--- src/rtl/dmem_port_arbiter_pkg.sv ---
// Shared definitions for the data-memory port arbiter: FSM state encoding and port indices.
package dmem_port_arbiter_pkg;

  typedef enum logic {
    ARB_NORMAL = 1'b0,
    ARB_FORCE1 = 1'b1
  } arb_state_e;

  localparam int unsigned PORT0 = 0;
  localparam int unsigned PORT1 = 1;
  localparam int unsigned WAIT_W = 4;

endpackage

--- src/rtl/dmem_arb_return.sv ---
// Per-port registered read return: captures memory read data at the end of a read grant.
module dmem_arb_return #(
  parameter int unsigned DW = 32
) (
  input  logic          clk,
  input  logic          rst,
  input  logic          gnt,
  input  logic          we,
  input  logic          aligned,
  input  logic [DW-1:0] mem_rd,
  output logic          rvalid,
  output logic [DW-1:0] rdata
);

  logic          rvalid_q, rvalid_d;
  logic [DW-1:0] rdata_q, rdata_d;

  always_comb begin
    rvalid_d = gnt & ~we;
    rdata_d  = rdata_q;
    // Misaligned reads complete the handshake but return zero.
    if (gnt && !we) rdata_d = aligned ? mem_rd : '0;
  end

  always_ff @(posedge clk) begin
    if (rst) begin
      rvalid_q <= 1'b0;
      rdata_q  <= '0;
    end else begin
      rvalid_q <= rvalid_d;
      rdata_q  <= rdata_d;
    end
  end

  assign rvalid = rvalid_q;
  assign rdata  = rdata_q;

endmodule

--- src/rtl/dmem_port_arbiter.sv ---
// Two-port arbiter for the single-port data memory: port 0 priority with bounded wait for port 1.
// Optional DMEM_ARB_STATS_EN adds saturating grant/stall counters and their output ports.
module dmem_port_arbiter
  import dmem_port_arbiter_pkg::*;
#(
  parameter int unsigned AW       = 32,
  parameter int unsigned DW       = 32,
  parameter int unsigned MAX_WAIT = 4
) (
  input  logic          CLK,
  input  logic          RST,
  input  logic          req0,
  input  logic          req1,
  input  logic          we0,
  input  logic          we1,
  input  logic [AW-1:0] addr0,
  input  logic [AW-1:0] addr1,
  input  logic [DW-1:0] wdata0,
  input  logic [DW-1:0] wdata1,
  output logic          gnt0,
  output logic          gnt1,
  output logic          rvalid0,
  output logic          rvalid1,
  output logic [DW-1:0] rdata0,
  output logic [DW-1:0] rdata1,
  output logic          stall0,
  output logic          misalign,
  output logic [AW-1:0] mem_addr,
  output logic [DW-1:0] mem_wdata,
  output logic          mem_we,
  input  logic [DW-1:0] mem_rd
`ifdef DMEM_ARB_STATS_EN
  ,
  output logic [31:0]   grant_cnt0,
  output logic [31:0]   grant_cnt1,
  output logic [31:0]   stall_cnt0
`endif
);

  localparam logic [WAIT_W-1:0] WAIT_LIM = WAIT_W'(MAX_WAIT - 1);

  arb_state_e        state_q, state_d, state_eff;
  logic [WAIT_W-1:0] wait_q, wait_d;
  logic [1:0]        gnt;
  logic              sel_we, aligned, misalign_q, misalign_d;

  // During reset the grant decision behaves as NORMAL so outputs follow the requests only.
  assign state_eff = RST ? ARB_NORMAL : state_q;

  always_ff @(posedge CLK) begin
    if (RST) begin
      state_q    <= ARB_NORMAL;
      wait_q     <= '0;
      misalign_q <= 1'b0;
    end else begin
      state_q    <= state_d;
      wait_q     <= wait_d;
      misalign_q <= misalign_d;
    end
  end

  always_comb begin
    wait_d = '0;
    if (req1 && !gnt[PORT1]) wait_d = (wait_q == '1) ? wait_q : wait_q + 1'b1;
    state_d = state_q;
    unique case (state_q)
      ARB_NORMAL: if (req1 && !gnt[PORT1] && wait_d >= WAIT_LIM) state_d = ARB_FORCE1;
      ARB_FORCE1: if (gnt[PORT1] || !req1) state_d = ARB_NORMAL;
      default:    state_d = ARB_NORMAL;
    endcase
  end

  always_comb begin
    gnt = '0;
    unique case (state_eff)
      ARB_FORCE1: begin
        if (req1)      gnt[PORT1] = 1'b1;
        else if (req0) gnt[PORT0] = 1'b1;
      end
      default: begin
        if (req0)      gnt[PORT0] = 1'b1;
        else if (req1) gnt[PORT1] = 1'b1;
      end
    endcase
  end

  always_comb begin
    mem_addr   = gnt[PORT1] ? addr1  : addr0;
    mem_wdata  = gnt[PORT1] ? wdata1 : wdata0;
    sel_we     = gnt[PORT1] ? we1    : we0;
    aligned    = (mem_addr[1:0] == 2'b00);
    mem_we     = (|gnt) & sel_we & aligned;
    misalign_d = (|gnt) & ~aligned;
  end

  assign gnt0     = gnt[PORT0];
  assign gnt1     = gnt[PORT1];
  assign stall0   = req0 & ~gnt[PORT0];
  assign misalign = misalign_q;

  dmem_arb_return #(.DW(DW)) u_ret0 (
    .clk(CLK), .rst(RST), .gnt(gnt[PORT0]), .we(we0), .aligned(aligned),
    .mem_rd(mem_rd), .rvalid(rvalid0), .rdata(rdata0)
  );

  dmem_arb_return #(.DW(DW)) u_ret1 (
    .clk(CLK), .rst(RST), .gnt(gnt[PORT1]), .we(we1), .aligned(aligned),
    .mem_rd(mem_rd), .rvalid(rvalid1), .rdata(rdata1)
  );

`ifdef DMEM_ARB_STATS_EN
  logic [31:0] gcnt0_q, gcnt0_d, gcnt1_q, gcnt1_d, scnt0_q, scnt0_d;

  always_comb begin
    gcnt0_d = (gnt[PORT0] && gcnt0_q != '1) ? gcnt0_q + 32'd1 : gcnt0_q;
    gcnt1_d = (gnt[PORT1] && gcnt1_q != '1) ? gcnt1_q + 32'd1 : gcnt1_q;
    scnt0_d = (stall0     && scnt0_q != '1) ? scnt0_q + 32'd1 : scnt0_q;
  end

  always_ff @(posedge CLK) begin
    if (RST) begin
      gcnt0_q <= '0;
      gcnt1_q <= '0;
      scnt0_q <= '0;
    end else begin
      gcnt0_q <= gcnt0_d;
      gcnt1_q <= gcnt1_d;
      scnt0_q <= scnt0_d;
    end
  end

  assign grant_cnt0 = gcnt0_q;
  assign grant_cnt1 = gcnt1_q;
  assign stall_cnt0 = scnt0_q;
`endif

endmodule

--- config.mk ---
export PLATFORM = sky130hd
export DESIGN_NAME = dmem_port_arbiter
export DESIGN_NICKNAME = d
export VERILOG_FILES = /design/src/rtl/dmem_port_arbiter_pkg.sv /design/src/rtl/dmem_arb_return.sv /design/src/rtl/dmem_port_arbiter.sv
export SDC_FILE = /design/constraint.sdc
export NUM_CORES = 1
export LEC_CHECK = 0
export ABC_AREA = 1
export BUFFER_PORTS_ARGS = -buffer_cell sky130_fd_sc_hd__buf_4
export CORE_AREA = 2 2 117 119
export CTS_BUF_LIST = sky130_fd_sc_hd__clkbuf_16
export CTS_CLUSTER_DIAMETER = 150
export DETAILED_ROUTE_END_ITERATION = 10
export DIE_AREA = 0 0 119 121
export PLACE_DENSITY = 0.7
export REMOVE_ABC_BUFFERS = 1
export SLEW_MARGIN = 20
export SYNTH_ARGS = -nofsm -noshare
export SYNTH_HDL_FRONTEND = slang
export SYNTH_SLANG_ARGS = --single-unit
--- constraint.sdc ---
create_clock -name CLK -period 4.1 [get_ports CLK]
set_input_delay 0.82 -clock CLK [delete_from_list [all_inputs] [get_ports CLK]]
set_output_delay 0.82 -clock CLK [all_outputs]
set_load 0.02 [all_outputs]
==> metrics.md, run 1 <==
| Metric | Value |
|---|---|
| Clk buf depth | 2 |
| Clock transition at path regs | 0.06 ns |
| Tcrit/Tclk final | 78.3% |
| Critical path class | in2out |
| First-pass GRT wire length | 21.4 mm |
| DR DRC count | 0 |
| CTS root buf | clkbuf_16 |
| Worst-Margin Slew | 0.644 ns |
| HPWL after DPL | 10.3 mm |
| Area of the multi-input gates | 0.00182 mm^2 |
| Most frequent cells in the layout | 307 x buf_4, 204 x nand2_1, 72 x dfxtp_1, 64 x a21oi_1, 37 x nand3_1 |
| Pleak | 3.31 nW |
| Max Transition Viols Final | 0 |
| Starting density of the core | 26.9% |
| Avg Cell Area, Syn | 6.76 um^2 |
| Synth-to-Final Area Change | 73.8% |
| CTS tree | built |
| Total Wirelength | 14.1 mm |
| # clock sinks | 72 |
| Die W | 119 um |
| Initial DRC count | 216 |
| Clock Skew | 0.00341 ns |
| Most common cell after layout, fill and taps aside | buf_4 |
| Routability-driven placement congestion ratio | 0.772 |
| Worst IR drop on VDD | 0.264 mV |
| Worst-path cell with the longest stage delay | buf_4 |
| Largest family of logic cells by synthesized area | simple AND/OR/NAND/NOR gates |
| Cell mode on critical path | buf_4 |
| Cell row count | 42 |
| Hold slack | 0.519 ns |
| Number of global-route vias before repair | 4079 |
| CORE AREA | 0.0131 mm^2 |
| Resize count post-CTS | 0 |
| Max Cap Violations | 0 |
| Sequential cell area | 0.00144 mm^2 |
| Worst-Skew Late Latency | 0.33 ns |
| Avg WL per Cell | 14.4 um |
| Multiplexer area fraction after synthesis | 0% |
| Share of layout cells above drive strength 1 | 41.1% |
| Crit path max fanout | 38 |
| Status | finished clean |
| F_max | 0.312 GHz |
| Fillers | 1340 |
| Simple-gate share of the synthesized area | 30.3% |
| RSZ-0062 raised after global routing | no |
| Cts hold-fix bufs | 0 |
| Cts bufs inserted | 9 |
| Final Util | 46.7% |
| Slew Limit Headroom | 57.1% |
| Compound-gate portion of the synthesized area | 20.6% |
| Min cycle time layout | 3.21 ns |
| ANT nets after route | 0 |
| Worst Path Required | 3.28 ns |
| Synth Cell Area | 0.00352 mm^2 |
| Nets | 965 |
| Sequential area share after synthesis | 41.0% |
| Hold Crit Class | reg2reg |
| Post-CTS Setup Inserts | 0 |
| Final Hold Vio Count | 0 |
| # diodes | 0 |
| Vias per std cell | 4.46 |
| Unique masters post-synth | 24 |
| GRT Resource Usage Total | 18.7% |
| Crit-path max cell delay | 0.44 ns |
| CP cell instances | buf_4, nand3_2, nand2_2, inv_2, buf_4, nand2_1, nand2_1, buf_4 |
| H-tree levels | 3 |
| Worst EP arrival | 2.39 ns |
| Crit path capture type | output port |
| Routed vias | 4365 |
| Top Family by Delay on Critical Path | buffers and inverters |
| PortBufs | 300 |
| Io pins | 301 |
| YS warnings | 0 |
| Power Dens Cells | 334 mW/mm^2 |
| XOR/XNOR share of the synthesized area | 0.249% |
| Seq cells post-synth | 72 |
| Post-Synth Adder-Cell Area | 0.356% |
| Startpoint types | input port |
| # setup viols final | 0 |
| Crit path buf inv count | 4 |
| Initial antenna violation count | 0 |
| Remaining global-route overflow | 0 |
| Die height | 121 um |
| Largest net degree at the start of global routing | 65 |
| Die area | 0.0144 mm^2 |
| Pre-antenna DRT Iters | 4 |
| Syn Inst Count | 520 |
-- per-stage QoR --
step	TNS, ns	cells	area (um^2)	power (mW)	worst slack (ns)
CTS	0	979	6110	2.06	0.889
detailed placement	0	963	5850	1.36	0.895
finish	0	979	6110	2.04	0.891
floorplan	-1.83	480	3310	1.03	-0.890
global route	0	979	6110	2.13	0.731
global placement	0	963	5850	1.35	0.898
-- where the power goes --
group	internal [mW]	switching, mW
Combinational	0.270	0.312
Sequential	0.739	0.0202
Clock	0.402	0.296
Total	1.41	0.628
-- tightest hold or removal path, stage by stage, from the launching register on --
cell,delay (ns)
dfxtp_1,0.31
o21bai_1,0.13
a21oi_1,0.04
-- path summary, 6_finish.rpt --
kind	start	end	slack [ns]	depth (start not counted)
worst min register to register	u_ret1.rdata[9]	u_ret1.rdata[9]	0.52	2
worst max register to register	state_q	u_ret0.rdata[7]	2.23	7
worst min-delay path	u_ret1.rdata[9]	u_ret1.rdata[9]	0.52	2
worst max-delay path	req1	mem_addr[4]	0.89	8
-- cell type report --
cell class              count  share of cell area [%]
clock buffers               9                    3.68
clock inverters             7                   0.655
inverters                  15                   0.921
multi-input cells         393                    29.8
flip-flops and latches     72                    23.6
well taps                 176                    3.60
repair buffers            307                    37.7
-- kinds of logic after synthesis --
family / Yosys count
AND/OR/NAND/NOR: 262
buffers and inverters: 55
flip-flops: 72
adder cells (fa/ha/maj): 1
AO/OA/AOI/OAI: 129
XOR/XNOR: 1
-- per-layer routing --
metal	vias to the layer above	track usage, %	routed length, um
met5	-	0	0
met1	1899	20.2	5520
met3	14	7.42	1550
met2	199	33.5	6880
li1	2253	-	-
met4	0	5.51	189
-- cell usage after synthesis --
library cell	count	area share (%)
nand2_1	204	22
dfxtp_1	72	41
a21oi_1	64	9.1
nand3_1	37	5.3
o21ai_0	32	4.6
o21bai_1	32	6.8
clkbuf_1	17	1.8
inv_1	13	1.4
buf_2	12	1.7
nor2_1	10	1.1
buf_4	5	1.1
buf_1	3	0.32
buf_6	3	0.96
nor3_1	3	0.43
inv_2	2	0.21
nand2_2	2	0.36
nand3b_1	2	0.43
ha_1	1	0.36
nand2_4	1	0.32
nand3_2	1	0.28
nor2_2	1	0.18
o21ai_1	1	0.14
or2_2	1	0.18
xnor2_1	1	0.25
-- flip-flops by register name, summed over array words and instances, names as in the netlist --
register and count:
u_ret0.rdata 32, u_ret1.rdata 32, wait_q 4, misalign 1, state_q 1, u_ret0.rvalid 1
u_ret1.rvalid 1
(Power assumes the default switching activity.)
==> inputs of run 2 (changes only) <==
Clock period 4.1 ns to 3.3 ns, I/O delays scaled along.
==> metrics.md, run 2 (synthesis results as in run 1) <==
| Metric | Value |
|---|---|
| Status | finished clean |
| Total Wirelength | 14.0 mm |
| Pleak | 3.35 nW |
| Post-CTS Setup Inserts | 0 |
| HPWL after DPL | 10.3 mm |
| Remaining global-route overflow | 0 |
| Max Cap Violations | 0 |
| Worst EP arrival | 1.95 ns |
| Resize count post-CTS | 0 |
| Psw | 0.765 mW |
| Clk buf depth | 2 |
| Clock Skew | 0.00548 ns |
| Post-Layout Cell Count | 980 |
| Avg WL per Cell | 14.3 um |
| Vias per std cell | 4.50 |
| Cell row count | 42 |
| Routability-driven placement congestion ratio | 0.831 |
| Int Pwr | 1.83 mW |
| Hold slack | 0.517 ns |
| Hold Crit Class | reg2reg |
| Die height | 121 um |
| Worst-Skew Late Latency | 0.33 ns |
| RSZ-0062 raised after global routing | no |
| Die W | 119 um |
| Die area | 0.0144 mm^2 |
| Nets | 967 |
| DR DRC count | 0 |
| # setup viols final | 0 |
| Power Total | 2.60 mW |
| Largest net degree at the start of global routing | 65 |
| Min cycle time layout | 2.61 ns |
| Max Transition Viols Final | 0 |
| # diodes | 0 |
| Cts bufs inserted | 9 |
| Area post-placement | 0.00589 mm^2 |
| Routed vias | 4410 |
| # clock sinks | 72 |
| Synth-to-Final Area Change | 75.4% |
| Crit path capture type | output port |
| Tcrit/Tclk final | 79.0% |
| Worst-Margin Slew | 0.641 ns |
| CORE AREA | 0.0131 mm^2 |
| Worst Path Required | 2.64 ns |
| ANT nets after route | 0 |
| TNS Setup | 0 ns |
| GRT Resource Usage Total | 18.7% |
| Worst IR drop on VDD | 0.313 mV |
| Crit path max fanout | 59 |
| CTS tree | built |
| Clock transition at path regs | 0.05 ns |
| Seq pwr share | 36.3% |
| Sequential cell area | 0.00144 mm^2 |
| PortBufs | 300 |
| Slew Limit Headroom | 57.3% |
| Initial DRC count | 241 |
| Initial antenna violation count | 0 |
| Share of layout cells above drive strength 1 | 41.0% |
| Cts hold-fix bufs | 0 |
| Number of global-route vias before repair | 4176 |
| F_max | 0.383 GHz |
| Startpoint types | input port |
| H-tree levels | 3 |
| Final Hold Vio Count | 0 |
| Placed Cells incl. Taps | 965 |
| First-pass GRT wire length | 21.3 mm |
| Combinational share of power | 28.2% |
| Most frequent cells in the layout | 307 x buf_4, 204 x nand2_1, 72 x dfxtp_1, 64 x a21oi_1, 37 x nand3_1 |
| Power Dens Cells | 421 mW/mm^2 |
| Clock Power Share | 35.5% |
| Sw frac | 29.5% |
| Most common cell after layout, fill and taps aside | buf_4 |
| Starting density of the core | 26.9% |
| Io pins | 301 |
| CTS root buf | clkbuf_16 |
| Fin area | 0.00617 mm^2 |
| Fillers | 1313 |
| Area of the multi-input gates | 0.00182 mm^2 |
| Critical path class | in2out |
| Pre-antenna DRT Iters | 4 |
==> run 2: final cells by class <==
cell class	count	share of cell area (%)
Tap cell	176	3.57
Multi-Input combinational cell	393	29.6
Inverter	15	0.913
Clock inverter	6	0.873
Clock buffer	9	3.65
Sequential cell	72	23.4
Timing Repair Buffer	309	38.0
==> run 2: metrics by stage <==
step           util [%]  setup WS [ns]
6_report           47.1          0.692
3_3_place_gp       45.0          0.681
2_1_floorplan         -          -1.37
4_1_cts            47.1          0.690
3_5_place_dp       45.0          0.681
5_1_grt            47.1          0.584
==> run 2: per-layer routing <==
| metal | GRT usage [%] | routed length (um) |
|---|---|---|
| met3 | 8.13 | 1560 |
| met4 | 6.77 | 295 |
| met2 | 33.1 | 6780 |
| met5 | 0 | 0 |
| met1 | 19.6 | 5340 |
==> run 2: power by group through the flow <==
stage	logic (mW)	registers (mW)	clock network, mW
3_3_place_gp	0.731	0.959	0
3_5_place_dp	0.737	0.959	0
2_1_floorplan	0.270	1.01	0
6_report	0.731	0.942	0.922
5_1_grt	0.791	0.947	0.977
4_1_cts	0.738	0.942	0.940
==> run 2: worst paths after layout <==
| kind | depth (start not counted) | end | start | slack, ns |
|---|---|---|---|---|
| max | 8 | mem_addr[8] | RST | 0.69 |
| min | 2 | u_ret1.rdata[10] | u_ret1.rdata[10] | 0.52 |
| max reg2reg | 7 | u_ret1.rdata[14] | state_q | 1.52 |
| min reg2reg | 2 | u_ret1.rdata[10] | u_ret1.rdata[10] | 0.52 |
==> run 2: critical path, stage by stage <==
cell and delay, ns:
buf_4 0.12, inv_2 0.07, nand3_2 0.11, nand2_2 0.20
buf_12 0.27, nand2_1 0.13, nand2_1 0.17, buf_4 0.17
